$ cat src/rtl/cpu_mem_pkg.sv
// Shared memory-interface defaults and the read-response owner encoding.
package cpu_mem_pkg;

    localparam int unsigned AddrWDefault = 32;
    localparam int unsigned DataWDefault = 32;

    typedef enum logic [1:0] {
        OwnerNone = 2'd0,
        OwnerInst = 2'd1,
        OwnerData = 2'd2
    } owner_e;

endpackage

$ cat src/rtl/arb_starve_cnt.sv
// Saturating count of consecutive cycles a fetch request has been denied.
module arb_starve_cnt #(
    parameter int unsigned STARVE_MAX = 4
) (
    input  logic clk_i,
    input  logic rst_ni,
    input  logic inst_req_i,
    input  logic inst_gnt_i,
    output logic at_max_o
);

    localparam int unsigned CntW = $clog2(STARVE_MAX + 1);

    logic [CntW-1:0] cnt_d, cnt_q;

    assign at_max_o = (cnt_q == CntW'(STARVE_MAX));

    always_comb begin
        cnt_d = '0;
        if (inst_req_i && !inst_gnt_i) begin
            cnt_d = at_max_o ? cnt_q : cnt_q + CntW'(1);
        end
    end

    always_ff @(posedge clk_i or negedge rst_ni) begin
        if (!rst_ni) begin
            cnt_q <= '0;
        end else begin
            cnt_q <= cnt_d;
        end
    end

endmodule

$ cat src/rtl/sram_port_arb.sv
// Arbitrates one single-port synchronous SRAM between instruction fetch and EX load/store,
// favouring load/store but forcing a fetch grant once fetch has starved STARVE_MAX cycles.
module sram_port_arb
    import cpu_mem_pkg::*;
#(
    parameter int unsigned ADDR_W     = AddrWDefault,
    parameter int unsigned DATA_W     = DataWDefault,
    parameter int unsigned STARVE_MAX = 4
) (
    input  logic              clk,
    input  logic              resetn,
    input  logic              inst_req,
    input  logic [ADDR_W-1:0] inst_addr,
    output logic              inst_gnt,
    output logic              inst_rvalid,
    output logic [DATA_W-1:0] inst_rdata,
    input  logic              data_req,
    input  logic [3:0]        data_we,
    input  logic [ADDR_W-1:0] data_addr,
    input  logic [DATA_W-1:0] data_wdata,
    output logic              data_gnt,
    output logic              data_rvalid,
    output logic [DATA_W-1:0] data_rdata,
    output logic              sram_en,
    output logic [3:0]        sram_we,
    output logic [ADDR_W-1:0] sram_addr,
    output logic [DATA_W-1:0] sram_wdata,
    input  logic [DATA_W-1:0] sram_rdata
);

    owner_e pending_d, pending_q;
    logic   rst_done_q;
    logic   starve_max;

    arb_starve_cnt #(
        .STARVE_MAX(STARVE_MAX)
    ) u_starve_cnt (
        .clk_i     (clk),
        .rst_ni    (resetn),
        .inst_req_i(inst_req),
        .inst_gnt_i(inst_gnt),
        .at_max_o  (starve_max)
    );

    // rst_done_q holds off grants until the first edge after reset release has passed.
    always_comb begin
        data_gnt = 1'b0;
        inst_gnt = 1'b0;
        if (rst_done_q) begin
            if (data_req && !(inst_req && starve_max)) begin
                data_gnt = 1'b1;
            end else if (inst_req) begin
                inst_gnt = 1'b1;
            end
        end
    end

    always_comb begin
        sram_en    = data_gnt | inst_gnt;
        sram_we    = data_gnt ? data_we : 4'b0000;
        sram_addr  = data_gnt ? data_addr : (inst_gnt ? inst_addr : '0);
        sram_wdata = data_gnt ? data_wdata : '0;
    end

    always_comb begin
        pending_d = OwnerNone;
        if (inst_gnt) begin
            pending_d = OwnerInst;
        end else if (data_gnt && (data_we == 4'b0000)) begin
            pending_d = OwnerData;
        end
    end

    always_ff @(posedge clk or negedge resetn) begin
        if (!resetn) begin
            pending_q  <= OwnerNone;
            rst_done_q <= 1'b0;
        end else begin
            pending_q  <= pending_d;
            rst_done_q <= 1'b1;
        end
    end

    assign inst_rvalid = (pending_q == OwnerInst);
    assign data_rvalid = (pending_q == OwnerData);
    assign inst_rdata  = resetn ? sram_rdata : '0;
    assign data_rdata  = resetn ? sram_rdata : '0;

endmodule

$ cat config.mk
export PLATFORM = sky130hd
export DESIGN_NAME = sram_port_arb
export DESIGN_NICKNAME = d
export VERILOG_FILES = /design/src/rtl/cpu_mem_pkg.sv /design/src/rtl/arb_starve_cnt.sv /design/src/rtl/sram_port_arb.sv
export SDC_FILE = /design/constraint.sdc
export NUM_CORES = 1
export LEC_CHECK = 0
export BUFFER_PORTS_ARGS = -buffer_cell sky130_fd_sc_hd__buf_4
export CORE_AREA = 5 5 102 104
export CTS_CLUSTER_SIZE = 8
export DETAILED_ROUTE_END_ITERATION = 8
export DIE_AREA = 0 0 107 109
export PLACE_DENSITY_LB_ADDON = 0.12
export SLEW_MARGIN = 20
export SYNTH_ARGS = -nofsm -noshare
export SYNTH_HDL_FRONTEND = slang
export SYNTH_HIERARCHICAL = 1
export SYNTH_SLANG_ARGS = --single-unit
$ cat constraint.sdc
create_clock -name clk -period 2 [get_ports clk]
set_input_delay 0.1 -clock clk [delete_from_list [all_inputs] [get_ports clk]]
set_output_delay 0.1 -clock clk [all_outputs]
set_load 0.1 [all_outputs]
==> results.cfg <==
[synth]
synthTopCellsByArea = and2_1, a22o_1, buf_4, dfrtp_1, buf_2
postSynthNetCount = 315
synth_cell_types = 23
ys_ff_latch = 6
syn_avg_cell_area_sq_um = 7.514
yosys.area.top_type = and2_1
synth_seq_area_share_pct = 11.29
syn_area_sq_mm = 0.001330
yosys_warnings = 6
synthCells = 177
yosys.area.top_type_share_pct = 32.46

[pwr]
total_leakage_power_nw = 2.375
powerDensity_mw_per_mm2 = 505.4
ir_worst_vdd_mv = 0.2859

[hold_path]
hold_path.class = primary input to flip-flop

[setup_path]
crit_required_ps = 1900
cp_max_fo = 8
arrival_ps = 1930
setup.worst_path.end_class = output port
start_kind = flip-flop
critPathKind = flip-flop to output port

[global_route]
met3_usage_pct = 4.973
use_met2_pct = 25.49
antenna_found_initial = 0
grt_max_degree = 39
grt_usage_pct = 11.84
grtUsageMet1_pct = 10.29
grt_busiest_layer = met2
grt_overflow = 0
grt_pass1_vias = 2224
grt_first_pass_wirelength_um = 11090

[clocking]
cts-root-buf = clkbuf_8
clock_path_buffers = 2
clkSlewWorstSetupHoldPaths_ps = 40
clock_sinks = 6
clk_latency_ps = 220
cts_tree = built
htreeDepth = 1
numCtsBuffers = 3

[final_layout]
fin_nets = 562
seq_area_sq_um = 150.1
layout_common_cells = buf_4, buf_12, and2_1, and2_4, a22o_4
fin_area_sq_mm = 0.004713
layout-drive-gt1-share_pct = 86.26
fillers = 848
final_common_cell = buf_4
multi_input_area_sq_mm = 0.001184
antenna_cells = 0
area_delta_synth_final_pct = 254.4

[routing]
dr.pass1.iters = 4
drc = 0
drt_iter0_drc = 45
vias = 2257
wl_um = 9270
routedWlPerCell_um = 17.29
vias_per_cell = 4.211
antenna_left = 0

[die]
io_pins = 273
start_util_pct = 14.06
die_y_um = 109
rows = 36
fp.coreArea_sq_mm = 0.009459
die_area_sq_mm = 0.01166
chipWidth_um = 107

[status]
violations = negative setup slack
status = finished, violations left

[job]
cap_violations = 0

[sta]
fmax_mhz = 492.4
fin_crit_ps = 2031
worst_slack_ps = -30.85
slew_viol_final = 0
post-route-period-util_pct = 101.5
finalSetupTns_ps = -271.1
hold_viol = 0
fin_skew_ps = 2.687
setup_viol = 23
rsz0062_at_grt = yes

[placement]
gp_congestion = 0.7010
postPlaceCellArea_sq_mm = 0.003408
portBuffers = 272
dp_hpwl_um = 6396
[power by group]
group / leakage (nW) / switching (mW) / total (mW) / internal (mW)
logic: 2.27 / 1.34 / 2.06 / 0.717
clock network: 0.0216 / 0.0553 / 0.185 / 0.130
registers: 0.0788 / 0.00734 / 0.137 / 0.130
total: 2.38 / 1.41 / 2.38 / 0.976
[cell families (layout without fill, tap and decap cells)]
group / after synthesis / in the layout / synth area share [%]
fa+ha+maj: 2 / 2 / 1.881
compound gates: 39 / 39 / 25.12
flops: 6 / 6 / 11.29
buf+inv: 48 / 293 / 23.52
simple gates: 81 / 81 / 37.91
other cells: 1 / 1 / 0.2819
[worst max-delay path, stage by stage, from the launching register on]
cell     delay, ps
dfrtp_1        380
inv_1           60
ha_2           170
and2_4         160
a21oi_4        250
buf_12         200
buf_12         140
a22o_2         170
buf_12         170
[stage by stage]
step	hold WS (ps)	worst slack (ps)	cells	total power, mW	utilization [%]
2_1_floorplan	-195.6	-105.2	177	1.439	-
3_3_place_gp	15.00	122.3	521	1.856	36.03
3_5_place_dp	21.67	122.8	521	1.859	36.03
4_1_cts	92.80	-22.19	526	2.255	44.87
5_1_grt	130.8	-105.2	536	2.452	49.83
6_report	122.3	-30.85	536	2.382	49.83
[final timing paths]
check | from | slack, ps | depth (start not counted) | to
min in group asynchronous | resetn | 320 | 2 | u_starve_cnt/cnt_q[1]
hold / removal | data_req | 120 | 2 | pending_q[0]
hold reg to reg | u_starve_cnt/cnt_q[1] | 570 | 2 | u_starve_cnt/cnt_q[1]
setup / recovery | u_starve_cnt/cnt_q[0] | -30 | 8 | sram_addr[20]
setup reg to reg | u_starve_cnt/cnt_q[1] | 310 | 8 | u_starve_cnt/cnt_q[0]
max in group asynchronous | resetn | 1450 | 2 | rst_done_q
[final cells by class]
cell class	instances	area share, %
Clock buffer	3	0.8760
Timing Repair Buffer	287	67.56
Multi-Input combinational cell	123	25.11
Sequential cell	6	3.186
Tap cell	114	3.026
Inverter	3	0.2389
[cell usage after synthesis, drive strengths merged]
master / count
and2: 70
buf: 42
a22o: 32
dfrtp: 6
a21oi: 4
clkbuf: 3
inv: 3
ha: 2
nand2: 2
nand3: 2
nor2b: 2
a21bo: 1
a21o: 1
and3b: 1
conb: 1
nand2b: 1
nor2: 1
nor3: 1
nor4: 1
o21a: 1
[routing by layer]
metal  wire length, um  vias to the layer above  share of wire [%]
li1                  -                     1064                  -
met1              2788                     1030                 30
met2              5405                      159                 58
met3              1018                        4                 11
met4                57                        0               0.61
met5                 0                        -                  0
[sequential cells by signal, indices dropped and copies added, names as in the netlist]
signal,count
pending_q,2
rst_done_q,1
u_starve_cnt/cnt_q,3
[repair_timing]
item	in CTS	in global routing
hold endpoints to repair	6	0
setup endpoints to repair	68	70
hold buffers	1	0
gates cloned	1	9
pin swaps	0	31
buffers inserted	0	1
gates resized for setup	185	68
Power figures use the tool's default switching activity.
